--- src/rtl/locate_pkg.sv ---
// Shared definitions for the location-stream arbiter: register map, CTRL bit
// positions and the AXI4-Lite handshake state encodings.
package locate_pkg;

  localparam logic [11:0] CTRL_OFF  = 12'h000;
  localparam logic [11:0] FWD0_OFF  = 12'h004;
  localparam logic [11:0] FWD1_OFF  = 12'h008;
  localparam logic [11:0] DROP0_OFF = 12'h00C;
  localparam logic [11:0] DROP1_OFF = 12'h010;

  localparam int C0_EN_BIT = 0;
  localparam int C1_EN_BIT = 1;
  localparam int FIXED_BIT = 2;
  localparam int CLR_BIT   = 31;

  localparam logic [2:0] CTRL_RST  = 3'b011;
  localparam logic [1:0] RESP_OKAY = 2'b00;

  typedef enum logic [1:0] {AW_STATE, W_STATE, B_STATE} wr_state_t;
  typedef enum logic {AR_STATE, R_STATE} rd_state_t;

endpackage

--- src/rtl/loc_slot.sv ---
// One-entry latest-value slot: a newer beat overwrites an unsent one and
// raises drop; a disabled slot discards beats and flushes its contents.
module loc_slot #(
  parameter int DATA_W = 32
) (
  input  logic              clk,
  input  logic              rst,
  input  logic              en,
  input  logic              load,
  input  logic [DATA_W-1:0] load_data,
  input  logic              grant,
  output logic              full,
  output logic [DATA_W-1:0] data,
  output logic              drop
);

  // Reloading in the grant cycle hands the old value out, so it is not lost.
  assign drop = en && load && full && !grant;

  always_ff @(posedge clk) begin
    if (rst) begin
      full <= 1'b0;
      data <= '0;
    end else if (!en) begin
      full <= 1'b0;
    end else if (load) begin
      data <= load_data;
      full <= 1'b1;
    end else if (grant) begin
      full <= 1'b0;
    end
  end

endmodule

--- src/rtl/loc_stream_arb.sv ---
// Merges the c0/c1 location feeds into one stream through per-channel
// overwrite slots, with round-robin or fixed-priority arbitration and AXI4-Lite stats.
module loc_stream_arb
  import locate_pkg::*;
#(
  parameter int DATA_W = 32,
  parameter int CNT_W  = 32,
  parameter int ADDR_W = 12
) (
  input  logic              clk,
  input  logic              rst,
  input  logic [DATA_W-1:0] c0_axis_tdata,
  input  logic              c0_axis_tvalid,
  output logic              c0_axis_tready,
  input  logic [DATA_W-1:0] c1_axis_tdata,
  input  logic              c1_axis_tvalid,
  output logic              c1_axis_tready,
  output logic [DATA_W-1:0] m_axis_tdata,
  output logic              m_axis_tuser,
  output logic              m_axis_tvalid,
  input  logic              m_axis_tready,
  input  logic [31:0]       axil_s_awaddr,
  input  logic [2:0]        axil_s_awprot,
  input  logic              axil_s_awvalid,
  output logic              axil_s_awready,
  input  logic [31:0]       axil_s_wdata,
  input  logic [3:0]        axil_s_wstrb,
  input  logic              axil_s_wvalid,
  output logic              axil_s_wready,
  output logic [1:0]        axil_s_bresp,
  output logic              axil_s_bvalid,
  input  logic              axil_s_bready,
  input  logic [31:0]       axil_s_araddr,
  input  logic [2:0]        axil_s_arprot,
  input  logic              axil_s_arvalid,
  output logic              axil_s_arready,
  output logic [31:0]       axil_s_rdata,
  output logic [1:0]        axil_s_rresp,
  output logic              axil_s_rvalid,
  input  logic              axil_s_rready
);

  logic [2:0]        ctrl_reg;
  logic              cnt_clr;
  logic [1:0]        ch_valid, slot_full, slot_drop, req, grant;
  logic [DATA_W-1:0] ch_data   [2];
  logic [DATA_W-1:0] slot_data [2];
  logic [CNT_W-1:0]  fwd_reg   [2];
  logic [CNT_W-1:0]  drop_reg  [2];
  logic              rr_ptr_reg;
  logic              out_free;

  assign c0_axis_tready = 1'b1;
  assign c1_axis_tready = 1'b1;
  assign ch_valid   = {c1_axis_tvalid, c0_axis_tvalid};
  assign ch_data[0] = c0_axis_tdata;
  assign ch_data[1] = c1_axis_tdata;

  generate
    for (genvar gi = 0; gi < 2; gi++) begin : g_ch
      loc_slot #(.DATA_W(DATA_W)) u_slot (
        .clk       (clk),
        .rst       (rst),
        .en        (ctrl_reg[gi]),
        .load      (ch_valid[gi]),
        .load_data (ch_data[gi]),
        .grant     (grant[gi]),
        .full      (slot_full[gi]),
        .data      (slot_data[gi]),
        .drop      (slot_drop[gi])
      );

      // Saturating counters; a clear takes precedence over a same-cycle increment.
      always_ff @(posedge clk) begin
        if (rst || cnt_clr) begin
          fwd_reg[gi]  <= '0;
          drop_reg[gi] <= '0;
        end else begin
          if (grant[gi] && fwd_reg[gi] != '1)
            fwd_reg[gi] <= fwd_reg[gi] + 1'b1;
          if (slot_drop[gi] && drop_reg[gi] != '1)
            drop_reg[gi] <= drop_reg[gi] + 1'b1;
        end
      end
    end
  endgenerate

  // rr_ptr_reg names the channel that wins a tie in round-robin mode.
  assign req      = slot_full & ctrl_reg[1:0];
  assign out_free = !m_axis_tvalid || m_axis_tready;

  always_comb begin
    grant = 2'b00;
    if (out_free) begin
      if (req[0] && (!req[1] || ctrl_reg[FIXED_BIT] || !rr_ptr_reg))
        grant[0] = 1'b1;
      else if (req[1])
        grant[1] = 1'b1;
    end
  end

  always_ff @(posedge clk) begin
    if (rst) begin
      m_axis_tvalid <= 1'b0;
      m_axis_tdata  <= '0;
      m_axis_tuser  <= 1'b0;
      rr_ptr_reg    <= 1'b0;
    end else if (|grant) begin
      m_axis_tvalid <= 1'b1;
      m_axis_tdata  <= grant[1] ? slot_data[1] : slot_data[0];
      m_axis_tuser  <= grant[1];
      rr_ptr_reg    <= grant[0];
    end else if (m_axis_tready) begin
      m_axis_tvalid <= 1'b0;
    end
  end

  // AXI4-Lite write path: AW, then W (register update), then B.
  wr_state_t         wr_state_reg, wr_state_next;
  logic [ADDR_W-1:0] wr_addr_reg;
  logic              wr_fire;

  always_ff @(posedge clk) begin
    if (rst) begin
      wr_state_reg <= AW_STATE;
      wr_addr_reg  <= '0;
    end else begin
      wr_state_reg <= wr_state_next;
      if (axil_s_awvalid && axil_s_awready)
        wr_addr_reg <= axil_s_awaddr[ADDR_W-1:0];
    end
  end

  always_comb begin
    wr_state_next  = wr_state_reg;
    axil_s_awready = 1'b0;
    axil_s_wready  = 1'b0;
    axil_s_bvalid  = 1'b0;
    case (wr_state_reg)
      AW_STATE: begin
        axil_s_awready = 1'b1;
        if (axil_s_awvalid) wr_state_next = W_STATE;
      end
      W_STATE: begin
        axil_s_wready = 1'b1;
        if (axil_s_wvalid) wr_state_next = B_STATE;
      end
      B_STATE: begin
        axil_s_bvalid = 1'b1;
        if (axil_s_bready) wr_state_next = AW_STATE;
      end
      default: wr_state_next = AW_STATE;
    endcase
  end

  assign axil_s_bresp = RESP_OKAY;
  assign wr_fire = (wr_state_reg == W_STATE) && axil_s_wvalid && (wr_addr_reg == ADDR_W'(CTRL_OFF));
  assign cnt_clr = wr_fire && axil_s_wdata[CLR_BIT];

  always_ff @(posedge clk) begin
    if (rst)          ctrl_reg <= CTRL_RST;
    else if (wr_fire) ctrl_reg <= axil_s_wdata[2:0];
  end

  // AXI4-Lite read path: data is captured on the AR handshake.
  rd_state_t   rd_state_reg, rd_state_next;
  logic [31:0] rd_value;

  always_comb begin
    rd_value = 32'h0;
    case (axil_s_araddr[ADDR_W-1:0])
      ADDR_W'(CTRL_OFF):  rd_value = {29'h0, ctrl_reg};
      ADDR_W'(FWD0_OFF):  rd_value = 32'(fwd_reg[0]);
      ADDR_W'(FWD1_OFF):  rd_value = 32'(fwd_reg[1]);
      ADDR_W'(DROP0_OFF): rd_value = 32'(drop_reg[0]);
      ADDR_W'(DROP1_OFF): rd_value = 32'(drop_reg[1]);
      default:            rd_value = 32'h0;
    endcase
  end

  always_ff @(posedge clk) begin
    if (rst) begin
      rd_state_reg <= AR_STATE;
      axil_s_rdata <= 32'h0;
    end else begin
      rd_state_reg <= rd_state_next;
      if (axil_s_arvalid && axil_s_arready)
        axil_s_rdata <= rd_value;
    end
  end

  always_comb begin
    rd_state_next  = rd_state_reg;
    axil_s_arready = 1'b0;
    axil_s_rvalid  = 1'b0;
    case (rd_state_reg)
      AR_STATE: begin
        axil_s_arready = 1'b1;
        if (axil_s_arvalid) rd_state_next = R_STATE;
      end
      R_STATE: begin
        axil_s_rvalid = 1'b1;
        if (axil_s_rready) rd_state_next = AR_STATE;
      end
      default: rd_state_next = AR_STATE;
    endcase
  end

  assign axil_s_rresp = RESP_OKAY;

  logic unused_bits;
  assign unused_bits = ^{axil_s_awaddr, axil_s_araddr, axil_s_awprot, axil_s_arprot,
                         axil_s_wstrb, axil_s_wdata};

endmodule

--- config.mk ---
export PLATFORM = sky130hd
export DESIGN_NAME = loc_stream_arb
export DESIGN_NICKNAME = d
export VERILOG_FILES = /design/src/rtl/locate_pkg.sv /design/src/rtl/loc_slot.sv /design/src/rtl/loc_stream_arb.sv
export SDC_FILE = /design/constraint.sdc
export NUM_CORES = 1
export LEC_CHECK = 0
export ABC_AREA = 1
export CAP_MARGIN = 10
export CORE_MARGIN = 10
export CORE_UTILIZATION = 54
export CTS_CLUSTER_SIZE = 24
export DETAILED_ROUTE_END_ITERATION = 12
export GPL_TIMING_DRIVEN = 0
export PLACE_DENSITY_LB_ADDON = 0.25
export SYNTH_ARGS = -nofsm -noshare
export SYNTH_HDL_FRONTEND = slang
export SYNTH_SLANG_ARGS = --single-unit
--- constraint.sdc ---
create_clock -name clk -period 3.2 [get_ports clk]
set_input_delay 0.64 -clock clk [delete_from_list [all_inputs] [get_ports clk]]
set_output_delay 0.64 -clock clk [all_outputs]
set_load 0.01 [all_outputs]
# Word-level counts from Yosys, hierarchy flattened
# Memory sizes are Yosys's and may differ from the RTL's.
# Cells that the tools add are included.
# Widths: inputs -> output; s select.
# word_totals
elab_cells,119
reg_bits,151
in_bits,180
mem_bits_rw,128
mem_count,2
output_inout_bits,77
# memory_table
name,depth,word_bits,read_ports,rd_ports_with_merged_regs,wr,line_no,text
drop_reg,2,32,2,0,2,loc_stream_arb.sv:49,logic [CNT_W-1:0] drop_reg [2];
fwd_reg,2,32,2,0,2,loc_stream_arb.sv:48,logic [CNT_W-1:0] fwd_reg [2];
# op_classes
n_eq_ne,13
bitwise_logic,8
reduce_logical,37
muxes,42
addsub,4
# ops
operator,n
$mux 32,5
$pmux 32 s5,1
$add 32x1->32 const B,4
$ne 32x32->1 const B,4
$mux 1,30
$eq 12x4->1 const B,2
$logic_not 12->1,2
$logic_and 1x1->1,16
$eq 12x3->1 const B,1
$eq 12x5->1 const B,1
$mux 2,4
$ne 2x2->1 const B,3
$pmux 2 s3,1
$reduce_bool 2->1,3
$reduce_or 2->1,3
$logic_not 1->1,5
$logic_or 1x1->1,4
$or 1x1->1,4
$reduce_and 2->1,2
$not 1->1,3
$reduce_and 3->1,1
$and 2x2->2,1
$eq 2x1->1 const B,1
$eq 2x2->1 const B,1
2 further kinds,2

# Logic depth before layout (Yosys ltp)
# Gate-level depths: netlist of run 1.
# depth
depth_word,14
depth_mapped,12
depth_no_buf,11

# Hierarchy
# Synthesis of run 1 repeated with hierarchy kept, for this count alone.
# unflattened
cells_unflattened,2138
area_unflattened_um2,15103.2
# modules_own_cells
module,seq_area_each_um2,n_inst,cells_each,area_each_um2
loc_stream_arb,5545.3,1,1716,12365.6
loc_slot,660.6,2,211,1368.8

# Worst setup path before layout of run 1
# Ideal clock, no wire load.
# synth_timing
path_kind,in2reg
from,in axil_s_wvalid
to,mem fwd_reg[0][0] (enable)
setup_ns,0.389
t_arrival_ns,1.982
path_buffers,0
path_stages,6
t_required_ns,2.811
setup_slack_ns,0.828
path_cell_list,nand2_1 -> nor2_1 -> nand2_1 -> o21ai_4 -> inv_1 -> nand2_1
# synth_lines
element,line_no,text
start: declaration,loc_stream_arb.sv:28,"input logic axil_s_wvalid,"
end: declaration,loc_stream_arb.sv:48,

==> impl_summary.log, run 1 <==
[metrics] DRT iter0 DRCs: 1235
[metrics] timing-limited maximum frequency: 351 MHz
[metrics] CP Class: in2reg
[metrics] DP HPWL: 36500 um
[metrics] Num CTS Buffers: 31
[metrics] overall track demand over capacity in global routing: 0.266
[metrics] count of TritonRoute iterations in the first routing pass: 8
[metrics] leftover overflow at the end of global routing: 0
[metrics] cell area after placement: 17100 um2
[metrics] most frequent standard cell in the layout excluding fill and tap cells: nand2_1
[metrics] count of clock tree sinks: 279
[metrics] ports placed on the boundary: 257
[metrics] register area share after synthesis: 0.462
[metrics] Setup crit end kind: flip-flop
[metrics] number of setup buffers added after CTS: 0
[metrics] global-route wire length before repair: 71900 um
[metrics] nets@finish: 2406
[metrics] detail-routed net length per standard cell: 18.0 um
[metrics] pre-CTS worst setup slack: -0.222 ns
[metrics] most used flip-flop cell after synthesis: dfxtp_1
[metrics] VDD IR max: 593 uV
[metrics] Max FO, Critical Path: 17
[metrics] number of library cell types mapped by synthesis: 41
[metrics] H-tree depth: 1
[metrics] number of placement rows: 60
[metrics] max-cap violation count: 0
[metrics] fraction of final layout cells sized beyond drive strength 1: 0.0699
[metrics] post-synth top area cell: edfxtp_1
[metrics] PwrDens: 488 nW/um2
[metrics] kind of cell with the highest combined delay on the critical path: buffers and inverters
[metrics] Least-Margin Pin Slew: 0.835 ns
[metrics] result of the run: complete, no violations
[metrics] final max-slew violation count: 0
[metrics] total die area: 34600 um2
[metrics] Die W: 186 um
[metrics] Root Driver: clkbuf_16
[metrics] fraction of registers with async set/reset: 0
[metrics] Max Clock Skew: 0.0171 ns
[metrics] required arrival time at the worst endpoint: 3.48 ns
[metrics] clock insertion delay at the later pin of the skew report: 0.58 ns
[metrics] clock-pin slew of the registers on the worst-case setup and hold paths: 0.06 ns
[metrics] count of warnings emitted by yosys: 0
[metrics] highest-delay cell along the critical path: nand2_1
[metrics] standard cell core area: 27000 um2
[metrics] count of mapped cells out of synthesis: 2010
[metrics] number of cells upsized or downsized after cts: 0
[metrics] data arrival time of the critical path: 3.13 ns
[metrics] Die Y-Extent: 186 um
[metrics] remaining antenna violation count: 0
[metrics] number of antenna violations at the first check in global routing: 2
[metrics] number of setup violations in the final report: 0
[metrics] final routed DRC violation total: 0
[metrics] cells along the critical path: clkdlybuf4s50_1 -> nand2_1 -> nor2_1 -> nand2_1 -> o21ai_4 -> inv_1 -> nand2_1 -> buf_16
[metrics] maximum number of pins on one net before global-route repair: 21
[metrics] final setup slack of the worst path: 0.354 ns
[metrics] Seq cells post-synth: 279
[metrics] Placer Congestion: 0.986
[metrics] number of enable flip-flop cells after synthesis: 128
[metrics] synth top area cells: edfxtp_1 26%, dfxtp_1 20%, nand2_1 13%, nor2_1 9.6%, nand3_1 5.3%
[metrics] number of global-route vias before repair: 13400
[metrics] clock tree from TritonCTS: built
[metrics] finished layout cell area: 18300 um2
[metrics] hold buffers post-CTS: 0
[metrics] Slew Limit Headroom: 0.442
[metrics] Avg Synthesized Cell Area: 7.40 um2
[metrics] total routed wirelength: 46500 um
[metrics] Leakage Power: 7.38 nW
[metrics] setup repair after global routing missed its margin: no
[metrics] Max stage delay on crit path: 0.68 ns
[metrics] Starting Density: 0.550
[metrics] post-route non-filler standard cell count: 2589
[metrics] summed instance area of the synthesized netlist: 14900 um2
[metrics] number of buffers inserted by port buffering: 171
[metrics] count of buffer and inverter cells on the critical path: 3
[metrics] crit start category: input pin
[metrics] min Tclk post-route: 2.85 ns
[metrics] most used cells in the layout excluding fill and tap cells: 507 x nand2_1, 381 x nor2_1, 171 x clkdlybuf4s50_1
[metrics] cell count after placement: 2530
[metrics] area share of the largest cell type after synthesis: 0.258
[metrics] Via-to-Cell Ratio: 5.37
[metrics] overall via count from detail_route: 13900
[metrics] final total negative setup slack: 0 ns
[metrics] worst min path class: reg2reg
[metrics] Clock Tree Buf Depth: 3
[metrics] Area growth syn-to-layout: 22.7%
[metrics] Crit path top cell by count: nand2_1
[metrics] count of final hold-check violations: 0
[metrics] post-route fraction of the period consumed by the critical path: 0.889
worst register-to-register path: stages (launching register included):
cell     delay (ns)
dfxtp_1        0.35
inv_1          0.07
nor2_4         0.14
nand2_1        0.06
nor2_1         0.12
nand2_1        0.16
o21ai_4        0.41
inv_1          0.27
nand2_1        0.69
buf_16         0.24
synth_stat cells, types with 5 or more instances:
master	n
nor3_1	39
nand4_1	19
a21oi_1	45
nor3_2	5
nor2_1	381
clkbuf_1	48
inv_2	6
dfxtp_1	151
o21ai_0	112
buf_6	6
a31oi_1	32
xnor2_1	38
nand3_2	5
nand3b_1	7
buf_2	19
nand3_1	157
edfxtp_1	128
nand2_1	507
buf_4	15
nor2_2	28
xor2_1	60
inv_1	169
power breakdown:
group | switching [mW] | internal, mW
Combinational | 0.546 | 0.400
Sequential | 0.227 | 3.97
Clock | 1.51 | 2.26
Total | 2.28 | 6.63
metrics by stage:
stage	util	hold WS (ns)	total power [mW]
floorplan	-	0.429	4.74
global placement	0.630	0.445	5.16
detailed placement	0.634	0.455	5.21
CTS	0.675	0.463	8.94
global route	0.675	0.479	9.21
finish	0.676	0.460	8.92
routing by layer:
metal  track usage  share of wire
met5             0        0.00039
met2         0.432           0.46
met3        0.0725          0.097
met1         0.341           0.42
met4        0.0758          0.028
path summary, 6_finish.rpt:
| kind | startpoint | end | cells after the start | slack, ns |
|---|---|---|---|---|
| worst max-delay path | axil_s_wvalid | fwd_reg[1][6] | 8 | 0.35 |
| worst min-delay path | wr_addr_reg[6] | wr_addr_reg[6] | 2 | 0.46 |
| worst max register to register | wr_state_reg[0] | fwd_reg[1][6] | 9 | 0.39 |
| worst min register to register | wr_addr_reg[6] | wr_addr_reg[6] | 2 | 0.46 |
cell families (layout without fill, tap and decap cells):
family	after synthesis	in the layout	share of synthesized area
buffers and inverters	267	500	0.0770
AOI/OAI and AO/OA	199	199	0.0714
adders and majority gates	4	4	0.00336
xor gates and xnor gates	98	98	0.0577
and+or+nand+nor	1161	1161	0.328
other	2	7	0.000505
DFF	279	279	0.462
final cells by class:
| type | count | area (um2) |
|---|---|---|
| multi-input cells | 1468 | 6880 |
| repair buffers | 175 | 1820 |
| inverters | 178 | 676 |
| well taps | 341 | 427 |
| fillers | 2386 | 8770 |
| diodes | 1 | 2.50 |
| clock buffers | 48 | 1050 |
| clock inverters | 10 | 66.3 |
| plain buffers | 89 | 470 |
| flip-flops and latches | 279 | 6870 |
No activity file was read; power rests on OpenSTA's default activity.
==> inputs of run 2 (changes only) <==
--- a/config.mk
+++ b/config.mk
@@ -13,6 +13,7 @@
 export DETAILED_ROUTE_END_ITERATION = 12
 export GPL_TIMING_DRIVEN = 0
 export PLACE_DENSITY_LB_ADDON = 0.25
+export SLEW_MARGIN = 5
 export SYNTH_ARGS = -nofsm -noshare
 export SYNTH_HDL_FRONTEND = slang
 export SYNTH_SLANG_ARGS = --single-unit
==> run 2 against run 1 <==
  * Critical path type unchanged
  * Worst setup slack improved by 0.029 ns
  * Clock skew rose by 0.0039 ns
  * Total power rose by 0.32%
  * Clock power rose by 1%
  * Sequential share of layout area rose by 0.10 points
  * Die area did not move
  * Flip-flop and latch count did not move
  * Final cell count fell by 0.19%
  * Maximum frequency rose by 1.0%
==> impl_summary.log, run 2 (synthesized netlist as in run 1, its figures left out) <==
[metrics] Slew Limit Headroom: 0.455
[metrics] crit start category: input pin
[metrics] antenna diode instance count: 0
[metrics] VDD IR max: 417 uV
[metrics] cells along the critical path: clkdlybuf4s50_1 -> nand2_1 -> nor2_1 -> nand2_1 -> o21ai_4 -> inv_1 -> nand2_1 -> buf_16
[metrics] startpoint of the worst hold path: wr_addr_reg[8]
[metrics] most used cells in the layout excluding fill and tap cells: 505 x nand2_1, 381 x nor2_1, 171 x clkdlybuf4s50_1
[metrics] Least-Margin Pin Slew: 0.815 ns
[metrics] count of final hold-check violations: 0
[metrics] Setup crit end kind: flip-flop
[metrics] number of antenna violations at the first check in global routing: 2
[metrics] Leakage Power: 7.35 nW
[metrics] overall track demand over capacity in global routing: 0.266
[metrics] total of fill cells in the finished design: 2387
[metrics] cell count after placement: 2528
[metrics] leftover overflow at the end of global routing: 0
[metrics] setup repair after global routing missed its margin: no
[metrics] min Tclk post-route: 2.82 ns
[metrics] H-tree depth: 1
[metrics] count of TritonRoute iterations in the first routing pass: 6
[metrics] finished layout cell area: 18200 um2
[metrics] overall via count from detail_route: 14000
[metrics] Placer Congestion: 0.986
[metrics] Starting Density: 0.550
[metrics] DP HPWL: 36300 um
[metrics] post-route non-filler standard cell count: 2584
[metrics] ports placed on the boundary: 257
[metrics] number of setup buffers added after CTS: 0
[metrics] total routed wirelength: 46600 um
[metrics] worst min path class: reg2reg
[metrics] beginning of the critical path: axil_s_wvalid
[metrics] number of setup violations in the final report: 0
[metrics] number of placement rows: 60
[metrics] post-route fraction of the period consumed by the critical path: 0.880
[metrics] number of global-route vias before repair: 13300
[metrics] hold buffers post-CTS: 0
[metrics] final routed DRC violation total: 0
[metrics] total die area: 34600 um2
[metrics] PwrDens: 491 nW/um2
[metrics] count of clock tree sinks: 279
[metrics] required arrival time at the worst endpoint: 3.48 ns
[metrics] standard cell core area: 27000 um2
[metrics] nets@finish: 2403
[metrics] Die Y-Extent: 186 um
[metrics] maximum number of pins on one net before global-route repair: 33
[metrics] total area of multi-input combinational cells: 6880 um2
[metrics] kind of cell with the highest combined delay on the critical path: buffers and inverters
[metrics] count of buffer and inverter cells on the critical path: 3
[metrics] result of the run: complete, no violations
[metrics] Root Driver: clkbuf_16
[metrics] Num CTS Buffers: 30
[metrics] Via-to-Cell Ratio: 5.41
[metrics] clock insertion delay at the later pin of the skew report: 0.58 ns
[metrics] Max Clock Skew: 0.0210 ns
[metrics] cell area after placement: 17100 um2
[metrics] CP Class: in2reg
[metrics] Max FO, Critical Path: 17
[metrics] clock-pin slew of the registers on the worst-case setup and hold paths: 0.06 ns
[metrics] timing-limited maximum frequency: 355 MHz
[metrics] fraction of final layout cells sized beyond drive strength 1: 0.0691
[metrics] Max stage delay on crit path: 0.66 ns
[metrics] storage element area: 6870 um2
[metrics] Clock Tree Buf Depth: 3
[metrics] final max-slew violation count: 0
[metrics] number of cells upsized or downsized after cts: 0
[metrics] detail-routed net length per standard cell: 18.0 um
[metrics] Crit path top cell by count: nand2_1
[metrics] most frequent standard cell in the layout excluding fill and tap cells: nand2_1
[metrics] DRT iter0 DRCs: 1222
[metrics] Area growth syn-to-layout: 22.4%
[metrics] Die W: 186 um
[metrics] RR Startpoint: wr_state_reg[0]
[metrics] max-cap violation count: 0
[metrics] highest-delay cell along the critical path: nand2_1
[metrics] clock tree from TritonCTS: built
[metrics] data arrival time of the critical path: 3.10 ns
[metrics] number of buffers inserted by port buffering: 171
[metrics] global-route wire length before repair: 71900 um
[metrics] remaining antenna violation count: 0
==> run 2: worst reg2reg max path: cells and delay by family (launching register included) <==
family | cells | cell delay [ns]
compound gates | 1 | 0.40
flops | 1 | 0.36
simple gates | 5 | 1.14
buf+inv | 3 | 0.61
==> run 2: final cells by class <==
cell class	instances	share of cell area
buffer	89	0.0258
inverter	178	0.0371
tap	341	0.0234
sequential	279	0.377
multi-input combinational	1468	0.378
clock buffer	46	0.0536
timing repair buffer	173	0.0970
clock inverter	10	0.00770
==> run 2: per-stage QoR <==
step / power [mW] / hold WS [ns] / setup TNS [ns] / util / setup slack (ns)
floorplan: 4.74 / 0.429 / 0 / - / 0.828
global placement: 5.16 / 0.445 / -51.92 / 0.630 / -0.460
detailed placement: 5.20 / 0.453 / -10.63 / 0.632 / -0.179
CTS: 8.95 / 0.462 / 0 / 0.674 / 0.406
global route: 9.24 / 0.478 / 0 / 0.674 / 0.229
finish: 8.95 / 0.466 / 0 / 0.674 / 0.383
==> run 2: report_power, final <==
part	switching (mW)	internal [mW]	leakage, nW	total [mW]
logic	0.545	0.390	4.20	0.935
clock network	1.53	2.28	0.551	3.81
registers	0.228	3.97	2.59	4.20
total	2.30	6.65	7.35	8.95
==> run 2: path summary, 6_finish.rpt <==
kind,endpoint,slack (ns),depth (start not counted)
worst max-delay path,drop_reg[0][8],0.38,8
worst min-delay path,wr_addr_reg[8],0.47,2
worst max register to register,drop_reg[0][8],0.40,9
worst min register to register,wr_addr_reg[8],0.47,2
==> run 2: routing by layer <==
metal | up-vias | share of wire | track usage
li1 | 6882 | - | -
met1 | 6498 | 0.43 | 0.347
met2 | 532 | 0.47 | 0.440
met3 | 64 | 0.080 | 0.0577
met4 | 2 | 0.022 | 0.0619
met5 | - | 0.00036 | 0
==> inputs of run 3 (changes only) <==
--- a/config.mk
+++ b/config.mk
@@ -9,7 +9,7 @@
 export CAP_MARGIN = 10
 export CORE_MARGIN = 10
 export CORE_UTILIZATION = 54
-export CTS_CLUSTER_SIZE = 24
+export CTS_CLUSTER_SIZE = 14
 export DETAILED_ROUTE_END_ITERATION = 12
 export GPL_TIMING_DRIVEN = 0
 export PLACE_DENSITY_LB_ADDON = 0.25
==> run 3 against run 2 <==
  * Core utilization is 0.065 points higher
  * Combinational power about the same
  * Clock power up 1%
  * Critical path depth stayed put
  * Register-to-register slack better by 0.02 ns
  * Highest routed layer unchanged
  * Via count is 0.14% lower
==> impl_summary.log, run 3 (synthesized netlist as in run 1, its figures left out) <==
[metrics] result of the run: complete, no violations
[metrics] required arrival time at the worst endpoint: 3.47 ns
[metrics] Leakage Power: 7.35 nW
[metrics] worst hold margin: 0.466 ns
[metrics] number of cells upsized or downsized after cts: 0
[metrics] VDD IR max: 442 uV
[metrics] detail-routed net length per standard cell: 18.0 um
[metrics] post-route fraction of the period consumed by the critical path: 0.878
[metrics] timing-limited maximum frequency: 356 MHz
[metrics] ports placed on the boundary: 257
[metrics] storage element area: 6870 um2
[metrics] data arrival time of the critical path: 3.08 ns
[metrics] DRT iter0 DRCs: 1205
[metrics] Max stage delay on crit path: 0.65 ns
[metrics] Die W: 186 um
[metrics] Least-Margin Pin Slew: 0.819 ns
[metrics] maximum number of pins on one net before global-route repair: 33
[metrics] worst min path class: reg2reg
[metrics] Root Driver: clkbuf_16
[metrics] Starting Density: 0.550
[metrics] Switching Power: 2.29 mW
[metrics] total of fill cells in the finished design: 2387
[metrics] DP HPWL: 36300 um
[metrics] count of buffer and inverter cells on the critical path: 3
[metrics] leftover overflow at the end of global routing: 0
[metrics] switching share of total power: 0.255
[metrics] cell-internal power: 6.69 mW
[metrics] antenna diode instance count: 0
[metrics] Clock Tree Buf Depth: 3
[metrics] min Tclk post-route: 2.81 ns
[metrics] number of antenna violations at the first check in global routing: 2
[metrics] Slew Limit Headroom: 0.452
[metrics] most frequent standard cell in the layout excluding fill and tap cells: nand2_1
[metrics] number of buffers inserted by port buffering: 171
[metrics] overall track demand over capacity in global routing: 0.266
[metrics] number of setup violations in the final report: 0
[metrics] remaining antenna violation count: 0
[metrics] most used cells in the layout excluding fill and tap cells: 505 x nand2_1, 381 x nor2_1, 171 x clkdlybuf4s50_1
[metrics] Max FO, Critical Path: 17
[metrics] max-cap violation count: 0
[metrics] fraction of final layout cells sized beyond drive strength 1: 0.0691
[metrics] Area growth syn-to-layout: 22.5%
[metrics] count of clock tree sinks: 279
[metrics] clock tree from TritonCTS: built
[metrics] final routed DRC violation total: 0
[metrics] count of final hold-check violations: 0
[metrics] global-route wire length before repair: 72000 um
[metrics] kind of cell with the highest combined delay on the critical path: buffers and inverters
[metrics] setup repair after global routing missed its margin: no
[metrics] final max-slew violation count: 0
[metrics] standard cell core area: 27000 um2
[metrics] CP Class: in2reg
[metrics] cells along the critical path: clkdlybuf4s50_1 -> nand2_1 -> nor2_1 -> nand2_1 -> o21ai_4 -> inv_1 -> nand2_1 -> buf_16
[metrics] count of TritonRoute iterations in the first routing pass: 6
[metrics] cell count after placement: 2528
[metrics] Max Clock Skew: 0.0195 ns
[metrics] crit start category: input pin
[metrics] Clk pwr share: 0.428
[metrics] PwrDens: 493 nW/um2
[metrics] number of setup buffers added after CTS: 0
[metrics] clock insertion delay at the later pin of the skew report: 0.58 ns
[metrics] post-route non-filler standard cell count: 2584
[metrics] nets@finish: 2403
[metrics] number of placement rows: 60
[metrics] clock-pin slew of the registers on the worst-case setup and hold paths: 0.06 ns
[metrics] total routed wirelength: 46500 um
[metrics] Num CTS Buffers: 30
[metrics] number of global-route vias before repair: 13300
[metrics] final total negative setup slack: 0 ns
[metrics] hold buffers post-CTS: 0
[metrics] H-tree depth: 1
[metrics] total area of multi-input combinational cells: 6880 um2
[metrics] Final Total Pwr: 8.98 mW
[metrics] Setup crit end kind: flip-flop
[metrics] Crit path top cell by count: nand2_1
[metrics] Placer Congestion: 0.986
[metrics] highest-delay cell along the critical path: nand2_1
[metrics] Die Y-Extent: 186 um
[metrics] finished layout cell area: 18200 um2
[metrics] cell area after placement: 17100 um2
[metrics] Via-to-Cell Ratio: 5.40
[metrics] Gate power share: 0.104
[metrics] total die area: 34600 um2
[metrics] sequential cell fraction of total power: 0.468
[metrics] overall via count from detail_route: 14000
run 3: cell count changes in the layout (fill, tap and decap cells not counted), sizes merged:
cell,before,now
clkinv,7,6
clkbuf,94,95
run 3: final cells by class:
type,instances,share of cell area
clock buffer,47,0.0549
inverter,178,0.0371
tap,341,0.0234
buffer,89,0.0258
timing repair buffer,173,0.0969
sequential,279,0.377
multi-input combinational,1468,0.378
clock inverter,9,0.00728
run 3: metal layers:
metal | routed length [um] | GRT usage | vias up
met1 | 20000 | 0.348 | 6481
li1 | - | - | 6876
met3 | 3800 | 0.0565 | 62
met2 | 21800 | 0.441 | 538
met5 | 17 | 0 | -
met4 | 967 | 0.0609 | 2
run 3: worst register-to-register path, cell delays in order (launching register included):
cell and delay [ns]:
dfxtp_1 0.36, inv_1 0.08, nor2_4 0.13, nand2_1 0.06
nor2_1 0.12, nand2_1 0.15, o21ai_4 0.40, inv_1 0.29
nand2_1 0.65, buf_16 0.24
run 3: final timing paths:
| path | start | end | slack [ns] | depth (start not counted) |
|---|---|---|---|---|
| max | axil_s_wvalid | fwd_reg[0][21] | 0.39 | 8 |
| min | wr_addr_reg[9] | wr_addr_reg[9] | 0.47 | 2 |
| max reg2reg | wr_state_reg[0] | fwd_reg[0][21] | 0.42 | 9 |
| min reg2reg | wr_addr_reg[9] | wr_addr_reg[9] | 0.47 | 2 |
run 3: power by group through the flow:
| stage | Combinational (mW) | Clock, mW | Sequential (mW) |
|---|---|---|---|
| global placement | 0.893 | 0 | 4.27 |
| finish | 0.933 | 3.85 | 4.20 |
| detailed placement | 0.925 | 0 | 4.27 |
| CTS | 0.934 | 3.87 | 4.20 |
| global route | 1.04 | 4.02 | 4.23 |
| floorplan | 0.532 | 0 | 4.21 |
run 3: through the flow:
| step | setup slack (ns) | util |
|---|---|---|
| floorplan | 0.828 | - |
| global placement | -0.460 | 0.630 |
| detailed placement | -0.179 | 0.632 |
| CTS | 0.408 | 0.674 |
| global route | 0.232 | 0.674 |
| finish | 0.389 | 0.674 |
==> patch 1 (config.mk and constraints of run 2) <==
`DATA_W` is set to 32 in 2 places; all go to 48.
--- a/src/rtl/loc_slot.sv
+++ b/src/rtl/loc_slot.sv
@@ -1,7 +1,7 @@
 // One-entry latest-value slot: a newer beat overwrites an unsent one and
 // raises drop; a disabled slot discards beats and flushes its contents.
 module loc_slot #(
-  parameter int DATA_W = 32
+  parameter int DATA_W = 48
 ) (
   input  logic              clk,
   input  logic              rst,
--- a/src/rtl/loc_stream_arb.sv
+++ b/src/rtl/loc_stream_arb.sv
@@ -3,7 +3,7 @@
 module loc_stream_arb
   import locate_pkg::*;
 #(
-  parameter int DATA_W = 32,
+  parameter int DATA_W = 48,
   parameter int CNT_W  = 32,
   parameter int ADDR_W = 12
 ) (
Interface: changed (resized c0_axis_tdata, c1_axis_tdata and m_axis_tdata); port bits go from 257 to 305. The function was not compared with the original's and may differ.
==> patch 1 against run 2 <==
Critical path depth increased by 1; die area increased by 9.9%; highest routed layer is now met4; largest cell class is now registers; utilization rose by 0.35 points; sequential power increased by 16%; wire length grew 15%; design area up 13%; sequential share of layout area rose by 0.27 points; worst setup slack gained 0.023 ns; sequential cell count up 48; area after synthesis rose by 11%; via count up 17%; largest power group unchanged; count of clock-buffer cells in the layout rose by 9; power grew 16%.
==> patch 1: results (changes against run 2) <==
{| class="wikitable"
! Metric !! Value
|-
| First-pass GRT wire length || 83,800 microns (+17%)
|-
| Per-instance average area after synthesis || 7.32 sq um (-1.1%)
|-
| Vias in the first global route || 15.6k (+17%)
|-
| Critical path capture point || fwd_reg[1][0]
|-
| Period utilization || 87.3% (-0.72 points)
|-
| Worst hold slack || 0.448 ns (-0.0183 ns)
|-
| Placer's final routability congestion estimate || 0.998 (+1.3%)
|-
| Post-DP HPWL || 41,500 microns (+14%)
|-
| Commonest cells in the synthesized netlist || nand2_1, nor2_1, dfxtp_1
|-
| Met2 capacity usage during global routing || 43.9% (-0.13 points)
|-
| Switching component of the power || 0.00268 W (+17%)
|-
| Non-Filler Instances || 2,950 (+14%)
|-
| Met1 Use GR || 35.6% (+0.90 points)
|-
| Post-place setup slack || -0.247 ns (-0.0678 ns)
|-
| Initial antenna violation count || 0 (-2)
|-
| Unique cell type count in the Yosys netlist || 40 (-2.4%)
|-
| Least-Margin Pin Slew || 0.844 ns (+0.0294 ns)
|-
| Ratio of cells with drive above 1 in the final layout || 6.19% (-0.72 points)
|-
| # placed instances || 2,882 (+14%)
|-
| Worst IR Drop VDD || 0.377 mV (-9.6%)
|-
| Post-detailed-placement cell area || 19,300 sq um (+13%)
|-
| Crit Reg-Reg Startpoint || fwd_reg[1][0]
|-
| Result of the run || finished clean
|-
| Total number of H-tree levels || 2 (+1)
|-
| Top cell family by delay on the critical path || simple AND/OR/NAND/NOR gates
|-
| Fin nets || 2,741 (+14%)
|-
| WL final || 53,500 microns (+15%)
|-
| Leakage power of the design || 8.12 nW (+11%)
|-
| Worst skew pair latency || 0.53 ns (-0.05 ns)
|-
| Top post-synthesis cells by area || dfxtp_1, edfxtp_1, nand2_1, nor2_1, nand3_1
|-
| Detailed Route Iter0 Violations || 1,687 (+38%)
|-
| Clock buffers created by TritonCTS || 37 (+23%)
|-
| Sequential share of the synthesized area || 47.3% (+1.2 points)
|-
| Detail Route met3 WL || 5120 microns (+38%)
|}
[patch 1: changes by cell type in the layout (fill, tap and decap cells not counted), moves of 15 or more]
cell	run 2	this run
o21ai_0	112	142
dfxtp_1	151	199
nor2_1	381	421
o21ai_1	3	25
a21oi_1	45	82
nand2_1	505	580
clkdlybuf4s50_1	171	220
xnor2_1	38	23
nor3_1	39	58
[patch 1: cell families after synthesis]
group / share of synthesized area [%]
xor+xnor: 3.76
flops: 47.3
buf+inv: 7.18
simple gates: 32.0
other cells: 0.0454
compound gates: 9.38
fa+ha+maj: 0.303
[patch 1: cell type report]
class	count	area, sq um
fill	2596	9820
sequential	327	7830
multi-input combinational	1653	7540
timing repair buffer	223	2280
clock buffer	55	1150
inverter	179	672
buffer	104	515
tap	396	495
clock inverter	13	129
[patch 1: power by group through the flow]
stage	clock [W]	combinational (W)	sequential, W
6_report	0.00435	0.00114	0.00489
5_1_grt	0.00455	0.00126	0.00491
4_1_cts	0.00438	0.00113	0.00487
3_5_place_dp	0	0.00112	0.00496
3_3_place_gp	0	0.00108	0.00496
2_1_floorplan	0	0.000615	0.00488
[patch 1: how the worst min path moves through the flow]
| stage | from | end | cells past startpoint |
|---|---|---|---|
| 2_1_floorplan | g_ch[1].u_slot.data[43] | g_ch[1].u_slot.data[43] | 2 |
| 4_1_cts | g_ch[1].u_slot.data[46] | g_ch[1].u_slot.data[46] | 2 |
| 5_1_grt | g_ch[1].u_slot.data[46] | g_ch[1].u_slot.data[46] | 2 |
| 3_3_place_gp | g_ch[1].u_slot.data[42] | g_ch[1].u_slot.data[42] | 2 |
| 6_report | g_ch[1].u_slot.data[46] | g_ch[1].u_slot.data[46] | 2 |
| 3_5_place_dp | g_ch[1].u_slot.data[46] | g_ch[1].u_slot.data[46] | 2 |
==> patch 2 (config.mk and constraints of run 2) <==
Made on the original files. Reset style: asynchronous (`rst`), changed in 5 clocked blocks.
--- a/src/rtl/loc_slot.sv
+++ b/src/rtl/loc_slot.sv
@@ -17,7 +17,7 @@
   // Reloading in the grant cycle hands the old value out, so it is not lost.
   assign drop = en && load && full && !grant;
 
-  always_ff @(posedge clk) begin
+  always_ff @(posedge clk or posedge rst) begin
     if (rst) begin
       full <= 1'b0;
       data <= '0;
--- a/src/rtl/loc_stream_arb.sv
+++ b/src/rtl/loc_stream_arb.sv
@@ -99,7 +99,7 @@
     end
   end
 
-  always_ff @(posedge clk) begin
+  always_ff @(posedge clk or posedge rst) begin
     if (rst) begin
       m_axis_tvalid <= 1'b0;
       m_axis_tdata  <= '0;
@@ -120,7 +120,7 @@
   logic [ADDR_W-1:0] wr_addr_reg;
   logic              wr_fire;
 
-  always_ff @(posedge clk) begin
+  always_ff @(posedge clk or posedge rst) begin
     if (rst) begin
       wr_state_reg <= AW_STATE;
       wr_addr_reg  <= '0;
@@ -157,7 +157,7 @@
   assign wr_fire = (wr_state_reg == W_STATE) && axil_s_wvalid && (wr_addr_reg == ADDR_W'(CTRL_OFF));
   assign cnt_clr = wr_fire && axil_s_wdata[CLR_BIT];
 
-  always_ff @(posedge clk) begin
+  always_ff @(posedge clk or posedge rst) begin
     if (rst)          ctrl_reg <= CTRL_RST;
     else if (wr_fire) ctrl_reg <= axil_s_wdata[2:0];
   end
@@ -178,7 +178,7 @@
     endcase
   end
 
-  always_ff @(posedge clk) begin
+  always_ff @(posedge clk or posedge rst) begin
     if (rst) begin
       rd_state_reg <= AR_STATE;
       axil_s_rdata <= 32'h0;
Formal check against the unedited RTL: differs if rst is asserted again (counterexample within 4 cycles, from zero or initial values and one cycle with rst high); with rst held inactive, the same outputs for 4 cycles.
==> patch 2 against run 2 <==
Sequential share of layout area is 2.9 points higher; global-route usage is 1.2 points lower; power is 3.0% lower; combinational power is 2.5% higher; register-to-register slack better by 0.17 ns; worst setup slack worse by 0.23 ns; area after synthesis is 4.1% higher; non-clock buffer count is 23 lower; maximum frequency is 7.4% lower; utilization is 0.41 points lower; die area is 3.6% higher; design area is 3.0% higher; wire length is 0.86% lower; sequential cell count stayed put.
==> patch 2: results (changes against run 2) <==
{| class="wikitable"
! Metric !! Value
|-
| Met1 wire length || 18,900 microns (-6.4%)
|-
| Met1 Use GR || 31.9% (-2.8 points)
|-
| Initial antenna violation count || 0 (-2)
|-
| Fin nets || 2,388 (-0.62%)
|-
| Endpoint with the worst hold slack || g_ch[1].u_slot.data[2]
|-
| Cell-internal power || 0.00650 W (-2.2%)
|-
| Share of flip-flops with an asynchronous set or reset after synthesis || 54.1% (+54 points)
|-
| # placed instances || 2,548 (+0.79%)
|-
| Placer's final routability congestion estimate || 0.990 (+0.47%)
|-
| Worst r2r path cells || 6 (-3)
|-
| WL final || 46,200 microns (-0.86%)
|-
| Largest net degree at the start of global routing || 40 (+21%)
|-
| Count of input and output buffers || 172 (+0.58%)
|-
| Sequential share of the synthesized area || 49.3% (+3.1 points)
|-
| Worst skew pair latency || 0.56 ns (-0.02 ns)
|-
| Clock buffers created by TritonCTS || 31 (+3.3%)
|-
| Detail Route met2 WL || 21,600 microns (-0.41%)
|-
| Worst endpoint data arrival time || 3.25 ns (+0.15 ns)
|-
| Worst slew margin relative to its limit || 44.5% (-0.99 points)
|-
| Post-DP HPWL || 35,900 microns (-1.1%)
|-
| Detailed Route Iter0 Violations || 1,356 (+11%)
|-
| Most frequently used flop master after synthesis || dfrtp_1
|-
| Crit Reg-Reg Startpoint || wr_addr_reg[8]
|-
| Count of vias placed by the detailed router || 13.9k (-0.47%)
|-
| Highest routed metal layer || met4
|-
| Switching component of the power || 0.00218 W (-5.4%)
|-
| Multiplexer fraction of the synthesized cell area || 1.75% (+1.7 points)
|-
| Worst hold slack || 0.477 ns (+0.0111 ns)
|-
| Met2 capacity usage during global routing || 42.3% (-1.7 points)
|-
| Per-instance average area after synthesis || 7.78 sq um (+5.1%)
|-
| Result of the run || finished clean
|-
| Top post-synthesis cells by area || edfxtp_1, dfrtp_1, nand2_1, nor2_1, nand3_1
|-
| RR Endpoint || fwd_reg[1][7]
|-
| Worst IR Drop VDD || 0.514 mV (+23%)
|-
| Relative contribution of the clock network to total power || 38.3% (-4.3 points)
|-
| Post-detailed-placement cell area || 17,800 sq um (+4.2%)
|-
| Unique cell type count in the Yosys netlist || 38 (-7.3%)
|-
| Launching element of the worst setup path || rst
|-
| Met3 global-route usage || 5.75% (-0.020 points)
|-
| Detail Route met3 WL || 4140 microns (+11%)
|-
| Commonest cells in the synthesized netlist || nand2_1, nor2_1, inv_1
|-
| Compound-cell area share of the yosys netlist || 4.15% (-3.0 points)
|-
| First-pass GRT wire length || 73,200 microns (+1.8%)
|-
| Fraction of synthesized cell area in xor and xnor cells || 4.19% (-1.6 points)
|-
| Non-Filler Instances || 2,606 (+0.85%)
|-
| Adder-cell area share of the yosys netlist || 0.323% (-0.013 points)
|-
| Post-place setup slack || -0.650 ns (-0.471 ns)
|-
| Global-route usage over all layers || 25.4% (-1.2 points)
|-
| Startpoint of the lowest-slack hold path || g_ch[1].u_slot.data[2]
|-
| Pre-Repair DR Iteration Count || 7 (+1)
|-
| Sequential share of power || 50.6% (+3.6 points)
|-
| Setup skew after layout || 0.0127 ns (-0.00832 ns)
|}
-- patch 2: worst max-delay path, stage by stage --
cell and delay [ns]:
clkdlybuf4s50_1 0.63, clkinvlp_4 0.41, buf_12 0.31, buf_12 0.20, nand2_2 0.23, inv_1 0.31
nand2_4 0.46
-- patch 2: how the worst max path moves through the flow --
stage / cells past startpoint / slack, ns / endpoint
after floorplan: 4 / -1.08 / fwd_reg[1][0]
after global placement: 5 / -3.46 / fwd_reg[1][29]
after detailed placement: 7 / -0.65 / fwd_reg[1][13]
after CTS: 7 / 0.13 / fwd_reg[1][4]
after global routing: 7 / 0.05 / fwd_reg[1][4]
final: 7 / 0.16 / fwd_reg[1][7]
-- patch 2: final cells by class --
class / count / area [sq um]
fill: 2385 / 9260
sequential: 279 / 7620
multi-input combinational: 1447 / 6760
timing repair buffer: 176 / 1800
clock buffer: 45 / 880
inverter: 205 / 773
tap: 378 / 473
buffer: 63 / 375
clock inverter: 12 / 61.3
timing repair inverter: 1 / 5.00
